$ cat src/rtl/window_ctrl.sv
// window_ctrl: SPARC register-window sequencer.
// Owns CWP and WIM. Runs SAVE/RESTORE requests through a valid/ready
// handshake, detects window overflow/underflow, and holds any trap until it
// is acknowledged. Also produces one-hot selects for the current, caller and
// callee windows.
module window_ctrl #(
   parameter int unsigned NWIN = 8,
   parameter int unsigned CW   = $clog2(NWIN)
) (
   input  logic            Clk,
   input  logic            Reset,
   input  logic            req_valid,
   input  logic            req_save,
   input  logic            req_restore,
   output logic            req_ready,
   input  logic            wr_wim,
   input  logic [NWIN-1:0] wim_in,
   input  logic            wr_cwp,
   input  logic [CW-1:0]   cwp_in,
   input  logic            trap_ack,
   output logic [CW-1:0]   cwp,
   output logic [NWIN-1:0] wim,
   output logic [NWIN-1:0] win_sel,
   output logic [NWIN-1:0] prev_sel,
   output logic [NWIN-1:0] next_sel,
   output logic            done,
   output logic            trap_valid,
   output logic [1:0]      trap_type
);

   typedef enum logic [1:0] {
      IDLE = 2'd0,
      EXEC = 2'd1,
      TRAP = 2'd2
   } state_t;

   localparam logic [1:0] TT_NONE     = 2'b00;
   localparam logic [1:0] TT_OVERFLOW = 2'b01;
   localparam logic [1:0] TT_UNDERFL  = 2'b10;
   localparam logic [1:0] TT_ILLEGAL  = 2'b11;

   state_t          state, state_n;
   logic            op_save, op_save_n;
   logic            op_restore, op_restore_n;
   logic [CW-1:0]   cwp_n;
   logic [NWIN-1:0] wim_n;
   logic            done_n;
   logic            trap_valid_n;
   logic [1:0]      trap_type_n;
   logic [CW-1:0]   t_save;
   logic [CW-1:0]   t_restore;
   logic [CW-1:0]   target;

   // Neighbouring windows wrap naturally through CW-bit truncation.
   assign t_save    = cwp - CW'(1);
   assign t_restore = cwp + CW'(1);
   assign target    = op_save ? t_save : t_restore;

   // Register writes block request acceptance so they never race an op.
   assign req_ready = (state == IDLE) & ~wr_wim & ~wr_cwp;

   // One-hot window selects: current, caller (cwp+1), callee (cwp-1).
   assign win_sel  = NWIN'(1) << cwp;
   assign prev_sel = NWIN'(1) << t_restore;
   assign next_sel = NWIN'(1) << t_save;

   // State and datapath registers, asynchronously cleared.
   always_ff @(posedge Clk or posedge Reset) begin
      if (Reset) begin
         state      <= IDLE;
         op_save    <= 1'b0;
         op_restore <= 1'b0;
         cwp        <= '0;
         wim        <= NWIN'(2);
         done       <= 1'b0;
         trap_valid <= 1'b0;
         trap_type  <= TT_NONE;
      end else begin
         state      <= state_n;
         op_save    <= op_save_n;
         op_restore <= op_restore_n;
         cwp        <= cwp_n;
         wim        <= wim_n;
         done       <= done_n;
         trap_valid <= trap_valid_n;
         trap_type  <= trap_type_n;
      end
   end

   // Next-state logic: handshake capture, one-cycle execute, trap hold.
   // EXEC reads the registered cwp/wim, so same-cycle writes are applied
   // last and override any CWP update made by the op.
   always_comb begin
      state_n      = state;
      op_save_n    = op_save;
      op_restore_n = op_restore;
      cwp_n        = cwp;
      wim_n        = wim;
      done_n       = 1'b0;
      trap_valid_n = trap_valid;
      trap_type_n  = trap_type;

      case (state)
         IDLE: begin
            if (req_valid && req_ready) begin
               op_save_n    = req_save;
               op_restore_n = req_restore;
               state_n      = EXEC;
            end
         end
         EXEC: begin
            if (op_save == op_restore) begin
               trap_valid_n = 1'b1;
               trap_type_n  = TT_ILLEGAL;
               state_n      = TRAP;
            end else if (wim[target]) begin
               trap_valid_n = 1'b1;
               trap_type_n  = op_save ? TT_OVERFLOW : TT_UNDERFL;
               state_n      = TRAP;
            end else begin
               cwp_n   = target;
               done_n  = 1'b1;
               state_n = IDLE;
            end
         end
         TRAP: begin
            if (trap_ack) begin
               trap_valid_n = 1'b0;
               trap_type_n  = TT_NONE;
               state_n      = IDLE;
            end
         end
         default: state_n = IDLE;
      endcase

      if (wr_cwp) cwp_n = cwp_in;
      if (wr_wim) wim_n = wim_in;
   end

endmodule

$ cat config.mk
export PLATFORM = sky130hd
export DESIGN_NAME = window_ctrl
export DESIGN_NICKNAME = d
export VERILOG_FILES = /design/src/rtl/window_ctrl.sv
export SDC_FILE = /design/constraint.sdc
export NUM_CORES = 1
export LEC_CHECK = 0
export ABC_AREA = 1
export CAP_MARGIN = 20
export CORE_MARGIN = 1
export CORE_UTILIZATION = 42
export CTS_CLUSTER_DIAMETER = 40
export DETAILED_ROUTE_END_ITERATION = 8
export PLACE_DENSITY = 0.91
export SLEW_MARGIN = 20
export SYNTH_ARGS = -nofsm -noshare
export SYNTH_HDL_FRONTEND = slang
export SYNTH_SLANG_ARGS = --single-unit
$ cat constraint.sdc
create_clock -name Clk -period 2.14 [get_ports Clk]
set_input_delay 0.535 -clock Clk [delete_from_list [all_inputs] [get_ports Clk]]
set_output_delay 0.535 -clock Clk [all_outputs]
set_load 0.03 [all_outputs]
==> metrics.txt, run 1 <==
status finished, violations left; failing checks setup timing; Die X 58.1 um; clk_lat worst skew 0.30 ns; Hold Crit Class reg2reg; RSZ-0062 raised after global routing true; CP bufs+invs 5; initial drt markers 36; RR Endpoint trap_type[1]; critical path arrival 1.69 ns; Max-Cap Viols 0; Synth Flop Type dfrtp_1; #FFs+latches synth 19; FMAX 0.449 GHz; port bufs 58; Slew headroom 0.785; Rows 20; setup slack, reg-to-reg 0.25 ns; vias in the first global route 1300; critical path's largest stage delay 0.44 ns; initial antenna violation count 0; area grow syn2layout 66.3%; I/O pins 59; CP Max Fanout 6; RR Startpoint cwp[0]; skew final 0.00783 ns; GRT Resource Usage Total 0.219; H-tree depth 1; delay-heaviest family, CP buffers and inverters; number of synthesized flops with an enable pin 0; Antenna Nets Post-Route 0; CTS tree yes; worst setup path category reg2out; Total Wirelength 3460 um; hold path startpoint wim[1]; Layout Utilization 0.727; Power Total 3.28 mW; R2R depth 16; vias per std cell 4.57; largest net degree at the start of global routing 20; # diodes 0; Worst-path clk slew 0.11 ns; Hold Path Sink wim[1]; wire length of the first global-routing pass 5730 um; die footprint 3380 sq um; layout cells sized above 1 0.318; core area 3030 sq um; Pwr per Cell Area 1490 nW/um^2; slowest CP cell dfrtp_2; Slew @ Worst Pin 0.322 ns; DIE HEIGHT 58.1 um; Remaining DRCs 0; Tmin final 2.23 ns; DP HPWL 2430 um; Num CTS Buffers 3; setup TNS -0.714 ns; syn_nets 214; Vias 1381; crit share post-route 1.04; cts hold-fix bufs 0; library cells used by synthesis 20; Critical Path End Type output pin; Hold Crit Depth 2; ys async rst share 1.00; Final setup viols 10; clk root buf clkbuf_4; most frequent cells in the layout 70 x nand2_1, 31 x clkdlybuf4s50_1, 26 x buf_4; Slew Limit Fails 0; most common cell after layout, fill and taps aside nand2_1; clock sink total 19; Initial Util 0.437; synth warn 0; first-pass detailed-route iteration total 4; LEAKAGE 1.21 nW; VDD IR max 0.542 mV; Worst Path Required 1.60 ns; WL per Instance 11.5 um; setup ws final -0.0874 ns; GP Congestion 0.836; clk buf depth 2; mean area per synthesized cell 7.19 sq um; Syn Inst Count 184; Mapped Area 1320 sq um; Seq/Total Area, Yosys 0.360; Nets 289; Critical Path Start Type flop; count of final hold-check violations 0; GRT overflow 0; worst-path cell chain buf_12 > buf_8 > inv_8 > ha_4 > inv_2 > nand2_4 > nand2_8 > nor2_4 > buf_6
[synth_stat cells (2+ instances only)]
cell | count | area [sq um]
nand2_4 | 5 | 56.3
nor2_1 | 16 | 60.1
nand2_2 | 8 | 50.1
inv_2 | 5 | 18.8
ha_1 | 11 | 138
inv_1 | 25 | 93.8
nand3_1 | 7 | 35.0
o21ai_0 | 6 | 30.0
nand2_1 | 70 | 263
dfrtp_1 | 18 | 450
buf_2 | 2 | 10.0
nand4_1 | 3 | 18.8
[per-layer routing]
| metal | up-vias | track usage | share of wire |
|---|---|---|---|
| met5 | - | 0 | 0 |
| met4 | 0 | 0.0850 | 0.013 |
| met3 | 4 | 0.0290 | 0.036 |
| met2 | 37 | 0.392 | 0.53 |
| met1 | 634 | 0.266 | 0.42 |
| li1 | 706 | - | - |
[worst max-delay path by stage]
stage | startpoint | endpoint | slack (ns) | cells after the start
after floorplan | cwp[0] | prev_sel[4] | -0.10 | 4
after global placement | wr_wim | req_ready | 0.07 | 3
after detailed placement | wr_wim | req_ready | 0.06 | 3
after CTS | cwp[0] | next_sel[0] | -0.1 | 10
after global routing | cwp[0] | next_sel[3] | -0.15 | 10
final | cwp[0] | next_sel[5] | -0.09 | 9
[power by group]
| group | internal (mW) | switching [mW] |
|---|---|---|
| clock network | 0.0726 | 0.109 |
| registers | 0.447 | 0.0951 |
| logic | 1.01 | 1.54 |
[worst reg2reg max path, delay by kind of cell, from the launching register on]
kind,cells,cell delay [ns]
flip-flops,1,0.41
adder cells (fa/ha/maj),1,0.16
buffers and inverters,7,0.61
AND/OR/NAND/NOR,8,0.61
[cells by family after synthesis]
kind of cell,synth area share
buf+inv,0.106
fa+ha+maj,0.104
compound gates,0.0284
simple gates,0.402
flops,0.360
[layout make-up]
class	instances	area, sq um
inverter	31	136
tap	44	55.1
sequential	19	478
multi-input combinational	131	820
timing repair buffer	73	686
fill	231	827
clock buffer	4	26.3
[sequential cells by signal, indices dropped and copies added, names as in the netlist]
signal and count:
cwp 3, done 1, op_restore 1, op_save 1, state 2, trap_type 2
trap_valid 1, wim 8
[per-stage QoR]
step / std cells / area (sq um) / worst slack, ns / hold WS (ns)
6_report: 302 / 2200 / -0.0874 / 0.478
5_1_grt: 302 / 2200 / -0.151 / 0.519
4_1_cts: 301 / 2150 / -0.0968 / 0.480
3_5_place_dp: 290 / 1940 / 0.0649 / 0.465
3_3_place_gp: 290 / 1940 / 0.0677 / 0.466
2_1_floorplan: 184 / 1320 / -0.103 / 0.471
[timing repair]
action,4_1_cts,5_1_grt
endpoints found under the setup margin,21,22
buffers inserted,7,1
gates resized for setup,39,18
pin swaps,6,4
gates cloned,0,0
Note: power is estimated with default switching activity, not from simulation.
==> run 2, diff against run 1 <==
- SLEW_MARGIN: 20 -> unset
==> results of run 2 <==
Same layout as run 1: the final DEF is identical, and so are final timing and power.
==> run 3, diff against run 2 <==
- GPL_TIMING_DRIVEN: unset -> 0
- SETUP_SLACK_MARGIN: unset -> 0.02
==> run 3 against run 2 <==
Via count fell by 4.3%. Clock-buffer cell count did not move. The run now ends clean. Worst setup slack improved by 0.12 ns. Largest power group unchanged. Cell area fell by 7.5%. Utilization fell by 5.5 points. Critical path depth fell by 4. Sequential power rose by 2%. Clock skew fell by 0.0028 ns. Highest routed layer unchanged. Maximum frequency rose by 5.7%.
==> metrics.txt, run 3 (synthesis gave the netlist of run 1 again) <==
status finished clean; WL per Instance 10.9 um (-5.3%); clk buf depth 2 (unchanged); core area 3030 sq um (unchanged); count of final hold-check violations 0 (unchanged); Rows 20 (unchanged); setup ws final 0.0327 ns (+0.120 ns); Critical Path End Type output pin; clk root buf clkbuf_4; Hold Crit Class reg2reg; highest metal used met4; CP Max Fanout 10 (+4); Detail Route met3 WL 124 um (-0.80%); initial antenna violation count 0 (unchanged); GRT Resource Usage Total 0.211 (-0.00792); most frequent CP cell ha_4; Tmin final 2.11 ns (-0.120 ns); cts hold-fix bufs 0 (unchanged); Cells after DPL 285 (-1.7%); Slew @ Worst Pin 0.699 ns (+0.377 ns); GP Congestion 0.803 (-4.0%); Total Wirelength 3200 um (-7.5%); VDD IR max 0.589 mV (+8.8%); Biggest register wim; area grow syn2layout 53.8%; Worst-path clk slew 0.10 ns (about the same); Worst Path Required 1.60 ns (about the same); crit share post-route 0.985 (-0.0561); sequential power share 0.188 (+0.023); Remaining DRCs 0 (unchanged); Antenna Nets Post-Route 0 (unchanged); FMAX 0.475 GHz (+5.7%); clock sink total 19 (unchanged); clock share of power 0.060 (+0.005); skew final 0.00504 ns (-0.00279 ns); clk_lat worst skew 0.30 ns (about the same); number of flip-flops in the largest register 8 (unchanged); critical path's largest stage delay 0.50 ns (+0.06 ns); Slew Limit Fails 0 (unchanged); total net switching power 1.57 mW (-9.9%); Routed met1 length 1310 um (-9.5%); Slew headroom 0.534 (-0.251); wire length of the first global-routing pass 5460 um (-4.7%); Initial Util 0.437 (unchanged); Final setup viols 0 (-10); Nets 282 (-2.4%); biggest regs wim: 8 flops, cwp: 3 flops; final hold slack 0.489 ns (+0.0116 ns); Die X 58.1 um (unchanged); largest net degree at the start of global routing 20 (unchanged); vias per std cell 4.48 (-2.0%); Vias 1322 (-4.3%); setup slack, reg-to-reg 0.37 ns (+0.12 ns); critical path arrival 1.57 ns (-0.12 ns); DIE HEIGHT 58.1 um (unchanged); Num CTS Buffers 3 (unchanged); pre-CTS setup slack -0.488 ns (-0.553 ns); LEAKAGE 1.16 nW (-4.3%); GRT overflow 0 (unchanged); most common cell after layout, fill and taps aside nand2_1; Non-Filler Instances 295 (-2.3%); port bufs 57 (-1.7%); # diodes 0 (unchanged); Critical Path Start Type flop; H-tree depth 1 (unchanged); setup TNS 0 ns (+0.714 ns); Pwr per Cell Area 1440 nW/um^2 (-3.3%); vias in the first global route 1240 (-4.6%); worst-path cell chain ha_4 > ha_4 > nand2_1 > inv_1 > buf_6; CTS tree yes; die footprint 3380 sq um (unchanged); RSZ-0062 raised after global routing true; I/O pins 59 (unchanged); first-pass detailed-route iteration total 4 (unchanged); Gate power share 0.752 (-0.027); DP HPWL 2420 um (-0.31%); layout cells sized above 1 0.279 (-0.0389); most frequent cells in the layout 70 x nand2_1, 29 x clkdlybuf4s50_1, 21 x inv_1; Power Total 2.93 mW (-11%); worst setup path category reg2out; Net Sw Frac 0.537 (+0.00394); slowest CP cell dfrtp_2; DR WL met2 1700 um (-7.8%); Internal 1.36 mW (-11%); initial drt markers 35 (-2.8%); Max-Cap Viols 0 (unchanged)
## run 3: final timing paths
check	from	to	depth (start not counted)
max	cwp[0]	prev_sel[2]	5
min	wim[1]	wim[1]	2
max reg2reg	cwp[0]	trap_type[0]	12
min reg2reg	wim[1]	wim[1]	2
max in group asynchronous	Reset	cwp[0]	2
min in group asynchronous	Reset	state[1]	2
## run 3: layout make-up
type	count	area, sq um
flip-flops and latches	19	479
inverters	31	124
repair buffers	64	573
multi-input cells	131	762
plain buffers	2	16.3
clock buffers	4	26.3
fillers	280	992
well taps	44	55.1
## run 3: power by group through the flow
stage	Combinational, mW	Sequential, mW	Clock, mW
after floorplan	1.25	0.675	0
after detailed placement	2.08	0.563	0
after global placement	2.02	0.556	0
after CTS	2.18	0.542	0.181
final	2.21	0.552	0.177
after global routing	2.39	0.566	0.197
## run 3: critical path: cells and delay by family, from the launching register on
kind                     cells  cell delay (ns)
adder cells (fa/ha/maj)      2             0.51
flip-flops                   1             0.50
buffers and inverters        2             0.20
AND/OR/NAND/NOR              1             0.06
## run 3: what timing repair did
item / CTS / global route
gates cloned: 0 / 0
buffers inserted: 6 / 1
setup endpoints to repair: 26 / 24
pin swaps: 0 / 3
resized for setup: 142 / 21
## run 3: routing by layer
layer | vias up | GRT usage
li1 | 690 | -
met1 | 583 | 0.242
met2 | 43 | 0.389
met3 | 6 | 0.0246
met4 | 0 | 0.0986
met5 | - | 0
## run 3: through the flow
stage                util  area [sq um]
CTS                 0.667          2020
finish              0.672          2040
global placement    0.644          1950
detailed placement  0.644          1950
global route        0.672          2040
floorplan               -          1320
